===== src/rtl/vape_pkg.sv =====
// vape_pkg: codebase-wide constants for the VAPE/APEX EXEC stage.
//   - FSM state encodings (2-bit; 3 is illegal and decays to KILL)
//   - reset handler address
//   - fixed monitor wiring order for the mon_exec vector
package vape_pkg;

  localparam logic [1:0] ST_KILL = 2'd0;
  localparam logic [1:0] ST_RUN  = 2'd1;
  localparam logic [1:0] ST_DONE = 2'd2;

  // CPU reset vector target; execution starting here is never part of the ER.
  localparam logic [15:0] RESET_HANDLER = 16'hFFFE;

  // Bit positions in mon_exec. Every producer and consumer uses these.
  localparam int MON_IVT  = 0;
  localparam int MON_ER   = 1;
  localparam int MON_ATOM = 2;
  localparam int MON_DMA  = 3;

endpackage


===== src/rtl/vape_viol_diag.sv =====
// vape_viol_diag: violation diagnostics for the EXEC aggregator.
//   Records the first violating monitor set (sticky until cleared) and counts
//   kills with a saturating counter.
// Ports:
//   i_clk, i_reset      clock, async active-high reset
//   i_kill              one-cycle pulse on a RUN/DONE->KILL transition
//   i_clr               one-cycle diagnostic clear
//   i_cause_new         monitors currently reporting a violation (masked)
//   o_viol_cause        first recorded cause since last clear
//   o_viol_count        saturating kill count
module vape_viol_diag
  import vape_pkg::*;
#(
  parameter int N_MON = 4,
  parameter int CNT_W = 8
) (
  input  logic             i_clk,
  input  logic             i_reset,
  input  logic             i_kill,
  input  logic             i_clr,
  input  logic [N_MON-1:0] i_cause_new,
  output logic [N_MON-1:0] o_viol_cause,
  output logic [CNT_W-1:0] o_viol_count
);

  logic [N_MON-1:0] r_cause;
  logic [CNT_W-1:0] r_count;

  always_ff @(posedge i_clk or posedge i_reset) begin
    if (i_reset) begin
      r_cause <= '0;
      r_count <= '0;
    end else if (i_clr) begin
      // A clear discards history, but a kill on the same edge still counts
      // as the first event of the new window.
      r_cause <= i_kill ? i_cause_new : '0;
      r_count <= i_kill ? CNT_W'(1) : '0;
    end else if (i_kill) begin
      // For exits/config kills with all monitors ok, i_cause_new is zero,
      // so the cause register stays clear and a later monitor kill can load.
      if (r_cause == '0) r_cause <= i_cause_new;
      if (r_count != '1) r_count <= r_count + CNT_W'(1);
    end
  end

  assign o_viol_cause = r_cause;
  assign o_viol_count = r_count;

endmodule


===== src/rtl/vape_exec_aggregator.sv =====
// vape_exec_aggregator: final EXEC-flag stage of the VAPE/APEX monitor.
//   Combines the upstream monitor exec bits with an ER-execution FSM and
//   produces the attested EXEC flag plus violation diagnostics.
// Ports:
//   i_clk, i_reset      clock, async active-high reset
//   i_pc                current CPU program counter
//   i_er_min/i_er_max   ER entry point / legal exit (inclusive bounds)
//   i_mon_exec          per-monitor exec bits, 1 = no violation
//   i_diag_clr          one-cycle clear of the diagnostics
//   o_exec              attested EXEC flag (registered)
//   o_state             FSM state for debug
//   o_viol_cause        first violating monitor(s) since last clear
//   o_viol_count        saturating count of RUN/DONE->KILL transitions
module vape_exec_aggregator
  import vape_pkg::*;
#(
  parameter int               N_MON    = 4,
  parameter logic [N_MON-1:0] MON_MASK = {N_MON{1'b1}},
  parameter int               CNT_W    = 8
) (
  input  logic             i_clk,
  input  logic             i_reset,
  input  logic [15:0]      i_pc,
  input  logic [15:0]      i_er_min,
  input  logic [15:0]      i_er_max,
  input  logic [N_MON-1:0] i_mon_exec,
  input  logic             i_diag_clr,
  output logic             o_exec,
  output logic [1:0]       o_state,
  output logic [N_MON-1:0] o_viol_cause,
  output logic [CNT_W-1:0] o_viol_count
);

  logic [1:0]       r_state;
  logic             r_exec;
  logic [1:0]       w_next;
  logic             w_ok;
  logic             w_cfg_bad;
  logic             w_in_er;
  logic             w_kill;
  logic [N_MON-1:0] w_cause_new;

  // Masked-off monitors read as permanently ok.
  assign w_ok        = &(i_mon_exec | ~MON_MASK);
  assign w_cause_new = ~i_mon_exec & MON_MASK;
  assign w_cfg_bad   = (i_er_min > i_er_max);
  assign w_in_er     = (i_pc >= i_er_min) && (i_pc <= i_er_max);

  always_comb begin
    w_next = ST_KILL;
    if (w_cfg_bad) begin
      w_next = ST_KILL;
    end else begin
      case (r_state)
        ST_KILL: w_next = (i_pc == i_er_min && w_ok) ? ST_RUN : ST_KILL;
        ST_RUN: begin
          if (!w_ok)                 w_next = ST_KILL;
          else if (!w_in_er)         w_next = ST_KILL;
          else if (i_pc == i_er_max) w_next = ST_DONE;
          else                       w_next = ST_RUN;
        end
        ST_DONE: begin
          // Leaving the ER after a legal exit is allowed; only a monitor
          // violation or re-entry changes state.
          if (!w_ok)                 w_next = ST_KILL;
          else if (i_pc == i_er_min) w_next = ST_RUN;
          else                       w_next = ST_DONE;
        end
        default: w_next = ST_KILL;
      endcase
    end
  end

  // KILL->KILL is deliberately not a kill event.
  assign w_kill = ((r_state == ST_RUN) || (r_state == ST_DONE)) && (w_next == ST_KILL);

  always_ff @(posedge i_clk or posedge i_reset) begin
    if (i_reset) begin
      r_state <= ST_KILL;
      r_exec  <= 1'b0;
    end else begin
      r_state <= w_next;
      r_exec  <= (w_next != ST_KILL);
    end
  end

  vape_viol_diag #(
    .N_MON (N_MON),
    .CNT_W (CNT_W)
  ) u_diag (
    .i_clk        (i_clk),
    .i_reset      (i_reset),
    .i_kill       (w_kill),
    .i_clr        (i_diag_clr),
    .i_cause_new  (w_cause_new),
    .o_viol_cause (o_viol_cause),
    .o_viol_count (o_viol_count)
  );

  assign o_exec  = r_exec;
  assign o_state = r_state;

endmodule


===== config.mk =====
export PLATFORM = sky130hd
export DESIGN_NAME = vape_exec_aggregator
export DESIGN_NICKNAME = d
export VERILOG_FILES = /design/src/rtl/vape_pkg.sv /design/src/rtl/vape_viol_diag.sv /design/src/rtl/vape_exec_aggregator.sv
export SDC_FILE = /design/constraint.sdc
export NUM_CORES = 1
export LEC_CHECK = 0
export ABC_AREA = 1
export CAP_MARGIN = 25
export CORE_UTILIZATION = 35
export CTS_BUF_LIST = sky130_fd_sc_hd__clkbuf_16
export DETAILED_ROUTE_END_ITERATION = 8
export HOLD_SLACK_MARGIN = 0.1
export SYNTH_ARGS = -nofsm -noshare
export SYNTH_HDL_FRONTEND = slang
export SYNTH_SLANG_ARGS = --single-unit

===== constraint.sdc =====
create_clock -name i_clk -period 2.2 [get_ports i_clk]
set_clock_uncertainty 0.2 [all_clocks]
set_input_delay 0.33 -clock i_clk [delete_from_list [all_inputs] [get_ports i_clk]]
set_output_delay 0.33 -clock i_clk [all_outputs]
set_load 0.05 [all_outputs]

==> results of run 1 <==
==> state kept, by name, summed over array words and instances (netlist names) <==
register and cells:
o_exec 1, o_state 2, u_diag.o_viol_cause 4, u_diag.o_viol_count 8
==> synthesized netlist by cell type, drive strengths merged <==
library cell	n	area (um^2)
a21oi	19	95.1
dfrtp	15	375
nand2	100	432
xor2	3	26.3
o21ai	5	25.0
o21a	1	7.51
inv	65	244
o211ai	1	7.51
a21o	3	22.5
ha	53	663
nand4	5	37.5
nor2	36	150
xnor2	1	8.76
nand3	13	77.6
o41ai	1	8.76
a21boi	1	7.51
clkbuf	1	3.75
nor3	2	10.0
==> critical path: stages <==
cell and delay, ns:
dlygate4sd2_1 0.24, buf_4 0.13, ha_2 0.30, nand2_2 0.04
nor2_2 0.11, buf_4 0.12, nand3_2 0.10, a21oi_2 0.18
nand2_2 0.09, nand3_4 0.12, nand2_8 0.09, nand2_8 0.11
nand2_2 0.06, nand2_1 0.05
==> worst max path at each step <==
stage,start,to,cells after the start
6_report,i_er_min[4],u_diag.o_viol_count[4]$_DFFE_PP0P_,14
5_1_grt,i_er_max[9],u_diag.o_viol_count[4]$_DFFE_PP0P_,16
4_1_cts,i_er_min[7],u_diag.o_viol_count[2]$_DFFE_PP0P_,15
3_5_place_dp,i_er_max[15],u_diag.o_viol_count[2]$_DFFE_PP0P_,16
3_3_place_gp,i_er_max[15],u_diag.o_viol_count[2]$_DFFE_PP0P_,16
2_1_floorplan,o_state[1]$_DFF_PP0_,u_diag.o_viol_count[0]$_DFFE_PP0P_,16
==> power by group through the flow <==
stage | sequential (mW) | combinational [mW] | clock (mW)
detailed placement | 0.281 | 0.344 | 0
floorplan | 0.281 | 0.187 | 0
CTS | 0.277 | 0.417 | 0.355
finish | 0.277 | 0.450 | 0.351
global placement | 0.281 | 0.339 | 0
global route | 0.276 | 0.512 | 0.376
==> through the flow <==
step / setup TNS [ns] / power [mW]
2_1_floorplan: 0 / 0.468
3_3_place_gp: -6.49 / 0.620
3_5_place_dp: -6.82 / 0.625
5_1_grt: -0.0882 / 1.16
6_report: 0 / 1.08
4_1_cts: 0 / 1.05
==> cell families after synthesis <==
family / synth area share [%]
and+or+nand+nor: 32.1
AOI/OAI and AO/OA: 7.90
DFF: 17.0
xor gates and xnor gates: 1.59
adders and majority gates: 30.1
buffers and inverters: 11.2
==> layout make-up <==
cell class | count | area, um^2 | area share, %
clock buffers | 3 | 75.1 | 2.11
clock inverters | 1 | 3.75 | 0.106
inverters | 65 | 244 | 6.87
multi-input cells | 244 | 2140 | 60.3
flip-flops and latches | 15 | 375 | 10.6
well taps | 75 | 93.8 | 2.64
repair buffers | 78 | 618 | 17.4
==> routing by layer <==
| layer | vias up | routed length (um) | global-route usage [%] |
|---|---|---|---|
| met5 | - | 0 | 0 |
| met4 | 0 | 78 | 3.57 |
| met3 | 8 | 314 | 2.92 |
| met2 | 49 | 2850 | 33.4 |
| met1 | 1001 | 2620 | 22.3 |
| li1 | 1190 | - | - |
==> timing repair <==
| action | CTS | global route |
|---|---|---|
| buffers inserted | 1 | 3 |
| pin swaps | 44 | 48 |
| gates resized for setup | 124 | 90 |
| hold endpoints to repair | 0 | 0 |
| setup endpoints to repair | 12 | 12 |
==> results_dict.tcl, run 1 <==
set metrics [dict create \
    power.leakage_nw 1.76 \
    synth-seq-area-share_pct 17.0 \
    wl_mm 5.86 \
    clk_path_buf_depth 2 \
    rr_worst_depth 16 \
    htreeDepth 1 \
    drt_pass1_iterations 4 \
    finalHoldViolCount 0 \
    post-route-drc-count 0 \
    syn_nets 433 \
    layout-drive-gt1-share_pct 37.7 \
    grt_max_degree 16 \
    synth_warnings 0 \
    grt_pass1_wl_mm 9.58 \
    ys_ff_latch 15 \
    ios 70 \
    wl_per_cell_um 12.2 \
    worstHoldPathCells 4 \
    placed_area_um2 3020 \
    p_sw_mw 0.344 \
    die_h_um 81.3 \
    n_fill_cell 573 \
    max-vdd-ir-drop_uv 391 \
    clk_latency_ns 0.25 \
    arrival_ns 2.09 \
    clk_pin_slew_ns 0.05 \
    final_cell_mix "67 x nand2_1, 47 x inv_1, 33 x ha_4" \
    final_cell_area_um2 3550 \
    powerDensity_nw_per_um2 304 \
    drt_iter0_markers 57 \
    die_w_um 81.3 \
    final-setup-viol-count 0 \
    synth_cell_types 26 \
    finalNetCount 515 \
    drv_slew 0 \
    dieArea_um2 6610 \
    cts_hold_buf 0 \
    cts-root-buf "clkbuf_16" \
    via_per_inst 4.67 \
    numCtsBuffers 3 \
    diodes 0 \
    p_sw_share_pct 31.9 \
    crit_type "input port to register" \
    port_buffers 69 \
    hold_path.class "input port to register" \
    via_count 2248 \
    post-dp-hpwl_mm 4.24 \
    power_frac_seq_pct 25.6 \
    cp-start-kind "input port" \
    max_slew_margin_pct 61.6 \
    finalCritPeriodShare_pct 95.8 \
    min_to "u_diag.o_viol_cause[2]$_DFFE_PP0P_" \
    grt.total_usage_pct 18.3 \
    r2r-start "o_state[1]$_DFF_PP0_" \
    dp.cells 473 \
    cp.required_ns 2.18 \
    cts_sinks 15 \
    syn-mean-instance-area_um2 6.78 \
    setup_ws_ns 0.0932 \
    syn_inst 325 \
    fp.coreArea_um2 5990 \
    grt.overflow.total 0 \
    grt_pass1_vias 2250 \
    reg2reg_slack_ns 0.19 \
    maxCapViolCount 0 \
    power_frac_clock_pct 32.6 \
    netlist_area_um2 2200 \
    area_growth_pct 61.2 \
    r2r-end "u_diag.o_viol_count[4]$_DFFE_PP0P_" \
    worstMarginPinSlew_ns 0.575 \
    cp-end-kind "register" \
    dpl_worst_slack_ns -0.540 \
    final_util_pct 59.3 \
    hp-start "i_mon_exec[2]" \
    stdcell_count 481 \
    final_common_cell "nand2_1" \
    combPwrFrac_pct 41.8 \
    fmax_mhz 475 \
    gp_congestion 0.792 \
    status "finished, final reports clean" \
    initial_core_util_pct 36.8 \
    critPathMaxFanout 8 \
    internal_power_mw 0.734 \
    antenna_found_initial 0 \
    cts_tree "built" \
    whs_ns 0.184 \
    finalCriticalPeriod_ns 2.11 \
    antenna_left 0 \
    num_rows 28 \
]
No activity file was read; power rests on OpenSTA's default activity.
==> run 2, diff against run 1 <==
ABC_AREA = default   (was 1)
==> run 2 against run 1 <==
  * The flow now finishes with violations (setup timing)
  * Critical path depth decreased by 1
  * Via count rose by 9.5%
  * Synthesized cell count fell by 26%
  * Area after synthesis decreased by 6.8%
  * Clock power is essentially flat
  * Global-route usage up 4.1 points
  * Sequential share of layout area shrank 1.4 points
  * Final cell count is 3.3% lower
  * Die area is 6.6% lower
==> results_dict.tcl, run 2 <==
set metrics [dict create \
    maxCapViolCount 0 \
    largest_register_ffs 8 \
    power.leakage_nw 1.86 \
    hold_path.class "input port to async pin" \
    ys_top_cells_by_count "53 x ha_1, 37 x inv_1, 20 x a21oi_1, 15 x dfrtp_1, 13 x nand4_1" \
    violations "setup timing" \
    grt_pass1_vias 2480 \
    via_count 2462 \
    drt_iter0_markers 73 \
    whs_ns 0.252 \
    cp-start-kind "input port" \
    ys_async_sr_fraction_pct 100 \
    finalPower_mw 1.18 \
    clk_path_buf_depth 2 \
    die_w_um 78.6 \
    grt.overflow.total 0 \
    synth_warnings 0 \
    finalCriticalPeriod_ns 2.54 \
    ys_ff_latch 15 \
    initial_core_util_pct 36.8 \
    clk_latency_ns 0.24 \
    arrival_ns 2.50 \
    syn_nets 350 \
    dieArea_um2 6170 \
    layout-drive-gt1-share_pct 58.5 \
    crit_family "simple AND/OR/NAND/NOR gates" \
    post-dp-hpwl_mm 4.91 \
    cp_slowest_cell "or4_1" \
    area_growth_pct 100 \
    grt.total_usage_pct 22.4 \
    finalNetCount 502 \
    syn-mean-instance-area_um2 8.48 \
    critPathMaxFanout 6 \
    ys.flop_type "dfrtp_1" \
    cts_sinks 15 \
    fin_setup_tns_ns -2.39 \
    fp.coreArea_um2 5570 \
    via_per_inst 5.29 \
    cts_tree "built" \
    cp-end-kind "register" \
    port_buffers 69 \
    synth-edff-count 0 \
    antenna_left 0 \
    grt_max_degree 16 \
    synth.area.top_cells "ha_1 32%, dfrtp_1 18%, inv_1 6.8%" \
    cp.required_ns 2.17 \
    netlist.area_leader.share_pct 32.3 \
    fmax_mhz 394 \
    htreeDepth 1 \
    wl_mm 7.39 \
    final-setup-viol-count 8 \
    antenna_found_initial 0 \
    diodes 0 \
    gp_congestion 0.852 \
    netlist_area_um2 2050 \
    grt_pass1_wl_mm 11.1 \
    wl_per_cell_um 15.9 \
    final_common_cell "buf_4" \
    rsz0062_at_grt "true" \
    setup_ws_ns -0.336 \
    crit_chain "buf_6, ha_4, nand4_1, buf_4, nor3_4, nor3_2, o21a_1, nand4_1, buf_4, a32oi_2, buf_6, or4_1, a21oi_1" \
    drv_slew 0 \
    die_h_um 78.6 \
    ios 70 \
    post-route-drc-count 0 \
    numCtsBuffers 3 \
    status "finished with violations" \
    powerDensity_nw_per_um2 287 \
    synth-seq-area-share_pct 18.3 \
    drt_pass1_iterations 4 \
    finalCritPeriodShare_pct 115 \
    cts-root-buf "clkbuf_16" \
    syn_inst 242 \
    clk_pin_slew_ns 0.05 \
    max_slew_margin_pct 60.5 \
    critPathMaxStageDelay_ns 0.46 \
    final_cell_mix "73 x buf_4, 38 x buf_6, 34 x ha_4" \
    num_rows 27 \
    yosysTopAreaCell "ha_1" \
    yosysMostFrequentCell "ha_1" \
    synth_cell_types 42 \
    max-vdd-ir-drop_uv 417 \
    finalHoldViolCount 0 \
    crit_type "input port to register" \
    worstMarginPinSlew_ns 0.592 \
    critPathBufInv 4 \
]
[run 2: changes by cell type after synthesis, sizes merged, moves of 4 or more]
cell and change:
nand4 +8, and3 +4, o21ai +8, nor3 +4, o2bb2ai +4, nor2 -27, nand2 -92, inv -28
nor2b +5
[run 2: metal layers]
layer  part of all wire, %  vias to the layer above  GRT usage (%)
li1                      -                     1215              -
met4                   1.7                        0           4.26
met3                   4.5                       14           2.21
met5                     0                        -              0
met2                    51                       81           41.9
met1                    43                     1152           27.5
[run 2: what timing repair did]
item / in CTS / in global routing
endpoints found under the setup margin: 11 / 10
gates resized for setup: 280 / 67
setup buffers: 18 / 10
hold buffers: 0 / 0
pin swaps: 52 / 27
[run 2: cells by family after synthesis]
logic type | synth area share, %
AO/OA/AOI/OAI | 21.5
adder cells (fa/ha/maj) | 32.3
buffers and inverters | 7.50
flip-flops | 18.3
multiplexers | 0.549
AND/OR/NAND/NOR | 19.9
[run 2: metrics by stage]
stage	area, um^2	worst slack (ns)	util (%)	std cells
after floorplan	2090	-0.253	-	242
after global placement	3250	-0.972	58.4	434
after detailed placement	3250	-0.999	58.4	434
after CTS	3820	-0.311	68.5	456
after global routing	4110	-0.445	73.8	465
final	4110	-0.336	73.8	465
[run 2: cell type report]
cell class              count  area [um^2]
inverters                  37          179
well taps                  72         90.1
fillers                   418         1460
clock inverters             1         3.75
multi-input cells         188         2100
repair buffers            149         1290
flip-flops and latches     15          378
clock buffers               3         75.1
[run 2: path summary, 6_finish.rpt]
check | from | endpoint | slack, ns | cells past startpoint
max in group asynchronous | i_reset | o_state[0]$_DFF_PP0_ | 1.12 | 2
min in group i_clk | i_mon_exec[1] | u_diag.o_viol_cause[1]$_DFFE_PP0P_ | 0.30 | 3
max reg2reg | o_state[0]$_DFF_PP0_ | u_diag.o_viol_count[4]$_DFFE_PP0P_ | -0.21 | 9
min reg2reg | u_diag.o_viol_cause[1]$_DFFE_PP0P_ | u_diag.o_viol_cause[1]$_DFFE_PP0P_ | 0.33 | 1
min | i_reset | u_diag.o_viol_count[6]$_DFFE_PP0P_ | 0.25 | 2
max | i_pc[9] | u_diag.o_viol_count[4]$_DFFE_PP0P_ | -0.34 | 13
[run 2: power breakdown]
group | internal (mW) | switching, mW
sequential | 0.276 | 0.000000284
clock | 0.241 | 0.108
combinational | 0.307 | 0.248
==> run 3, diff against run 2 <==
HOLD_SLACK_MARGIN = 0.12   (was 0.1)
clock period = 3.05 ns   (was 2.2 ns; I/O delays follow)
==> run 3 against run 2 <==
  * The run now ends clean
  * Final cell count down 7.3%
  * Clock-buffer cell count did not move
  * Wire length down 13%
  * Worst hold slack gained 0.075 ns
  * Worst setup slack improved by 0.48 ns
  * Die area unchanged
  * First-iteration DRC count shrank 38%
  * Global-route usage down 2.9 points
  * Sequential share of layout area up 1.0 points
  * Sequential power decreased by 28%
  * Critical path depth decreased by 2
  * Critical path type unchanged
  * Largest power group unchanged
  * Highest routed layer unchanged
==> results_dict.tcl, run 3 (synthesis results as in run 2) <==
set metrics [dict create \
    status "finished, final reports clean" \
    antenna_left 0 \
    dieArea_um2 6170 \
    arrival_ns 2.87 \
    dpl_worst_slack_ns -0.273 \
    numCtsBuffers 3 \
    clk_path_buf_depth 2 \
    gp_congestion 0.885 \
    max_slew_margin_pct 61.1 \
    rr_worst_depth 8 \
    finalPower_mw 0.777 \
    grt_max_degree 16 \
    area_growth_pct 79.6 \
    wl_mm 6.41 \
    final_cell_mix "45 x buf_4, 43 x dlymetal6s2s_1, 32 x ha_1" \
    cp.required_ns 3.01 \
    via_per_inst 5.28 \
    cts_sinks 15 \
    layout-drive-gt1-share_pct 30.1 \
    cp-end-kind "register" \
    htreeDepth 1 \
    critPathMaxFanout 4 \
    crit_type "input port to register" \
    hp-start "u_diag.o_viol_cause[1]$_DFFE_PP0P_" \
    maxCapViolCount 0 \
    grt.overflow.total 0 \
    post-route-drc-count 0 \
    worstHoldPathCells 1 \
    reg2reg_slack_ns 0.74 \
    r2r-end "u_diag.o_viol_count[4]$_DFFE_PP0P_" \
    cp_slowest_cell "or4_1" \
    grt.total_usage_pct 19.5 \
    post-dp-hpwl_mm 4.97 \
    clk_pin_slew_ns 0.05 \
    powerDensity_nw_per_um2 211 \
    wl_met2_mm 3.24 \
    fmax_mhz 344 \
    cpMostUsedCell "buf_4" \
    r2r-start "o_state[0]$_DFF_PP0_" \
    die_h_um 78.6 \
    whs_ns 0.327 \
    power_frac_clock_pct 32.6 \
    power_frac_seq_pct 25.6 \
    grt_pass1_wl_mm 9.64 \
    finalCritPeriodShare_pct 95.4 \
    max-vdd-ir-drop_uv 220 \
    internal_power_mw 0.554 \
    cts-root-buf "clkbuf_16" \
    final_common_cell "buf_4" \
    num_rows 27 \
    crit_family "simple AND/OR/NAND/NOR gates" \
    setup_ws_ns 0.141 \
    cp-start-kind "input port" \
    finalHoldViolCount 0 \
    min_to "u_diag.o_viol_cause[1]$_DFFE_PP0P_" \
    drt_pass1_iterations 4 \
    multiInputGateArea_um2 1850 \
    cts_hold_buf 0 \
    n_fill_cell 469 \
    drv_slew 0 \
    critPathBufInv 4 \
    wl_per_cell_um 14.9 \
    diodes 0 \
    seqCellArea_um2 375 \
    cts_tree "built" \
    finalNetCount 468 \
    finalCriticalPeriod_ns 2.91 \
    fp.coreArea_um2 5570 \
    initial_core_util_pct 36.8 \
    ios 70 \
    grt_pass1_vias 2189 \
    via_count 2277 \
    die_w_um 78.6 \
    critPathMaxStageDelay_ns 0.49 \
    antenna_found_initial 0 \
    port_buffers 69 \
    hold_path.class "register to register" \
    drt_iter0_markers 45 \
    crit_chain "clkdlybuf4s50_1, inv_1, ha_1, nand4_1, nor4_4, buf_4, buf_4, a311oi_4, a32oi_2, or4_1, a21oi_1" \
    power.leakage_nw 1.96 \
    met1_length_mm 2.91 \
    largest_register_ffs 8 \
    wl_met3_um 242 \
    combPwrFrac_pct 41.8 \
    maxUsedRoutingLayer "met4" \
    fin_setup_tns_ns 0 \
    worstMarginPinSlew_ns 0.582 \
    p_sw_mw 0.224 \
    rsz0062_at_grt "false" \
    final-setup-viol-count 0 \
    p_sw_share_pct 28.8 \
    clk_latency_ns 0.24 \
]
[run 3: cell count changes in the layout (fill, tap and decap cells not counted), moves of 11 or more]
| cell | previous run | this run |
|---|---|---|
| inv_1 | 7 | 18 |
| buf_4 | 73 | 45 |
| buf_6 | 38 | 1 |
| ha_4 | 34 | 21 |
| buf_2 | 11 | 0 |
| ha_1 | 19 | 32 |
| inv_4 | 11 | 0 |
| dlymetal6s2s_1 | 0 | 43 |
[run 3: timing repair]
action,CTS,global route
buffers inserted,0,6
pin swaps,1,30
setup endpoints to repair,4,8
resized for setup,2,101
[run 3: layout make-up]
| class | instances | area share, % |
|---|---|---|
| clock inverters | 1 | 0.136 |
| flip-flops and latches | 15 | 10.2 |
| multi-input cells | 188 | 50.3 |
| inverters | 37 | 3.77 |
| well taps | 72 | 2.44 |
| repair buffers | 115 | 31.1 |
| clock buffers | 3 | 2.04 |
[run 3: worst max path at each step]
| stage | startpoint | to | slack (ns) | cells past startpoint |
|---|---|---|---|---|
| floorplan | i_er_max[1] | u_diag.o_viol_count[2]$_DFFE_PP0P_ | 0.34 | 10 |
| global placement | i_er_max[1] | u_diag.o_viol_count[2]$_DFFE_PP0P_ | -0.26 | 11 |
| detailed placement | i_er_max[1] | u_diag.o_viol_count[2]$_DFFE_PP0P_ | -0.27 | 11 |
| CTS | i_er_min[9] | u_diag.o_viol_count[2]$_DFFE_PP0P_ | 0.02 | 11 |
| global route | i_er_max[14] | u_diag.o_viol_count[5]$_DFFE_PP0P_ | 0.008 | 12 |
| finish | i_er_max[13] | u_diag.o_viol_count[4]$_DFFE_PP0P_ | 0.14 | 11 |
[run 3: metrics by stage]
stage | utilization [%] | cell area [um^2] | std cells
after floorplan | - | 2050 | 242
after global placement | 55.9 | 3120 | 421
after detailed placement | 55.9 | 3120 | 421
after CTS | 57.5 | 3210 | 425
after global routing | 66.1 | 3690 | 431
final | 66.1 | 3690 | 431
[run 3: power groups by stage]
stage	sequential, mW	clock [mW]	combinational, mW
global placement	0.203	0	0.277
finish	0.199	0.253	0.325
CTS	0.199	0.260	0.284
global route	0.199	0.272	0.362
floorplan	0.203	0	0.123
detailed placement	0.203	0	0.280
[run 3: per-layer routing]
metal / vias to the layer above / track usage (%)
li1: 1150 / -
met1: 1072 / 25.0
met2: 53 / 34.9
met3: 2 / 1.98
met4: 0 / 3.89
met5: - / 0
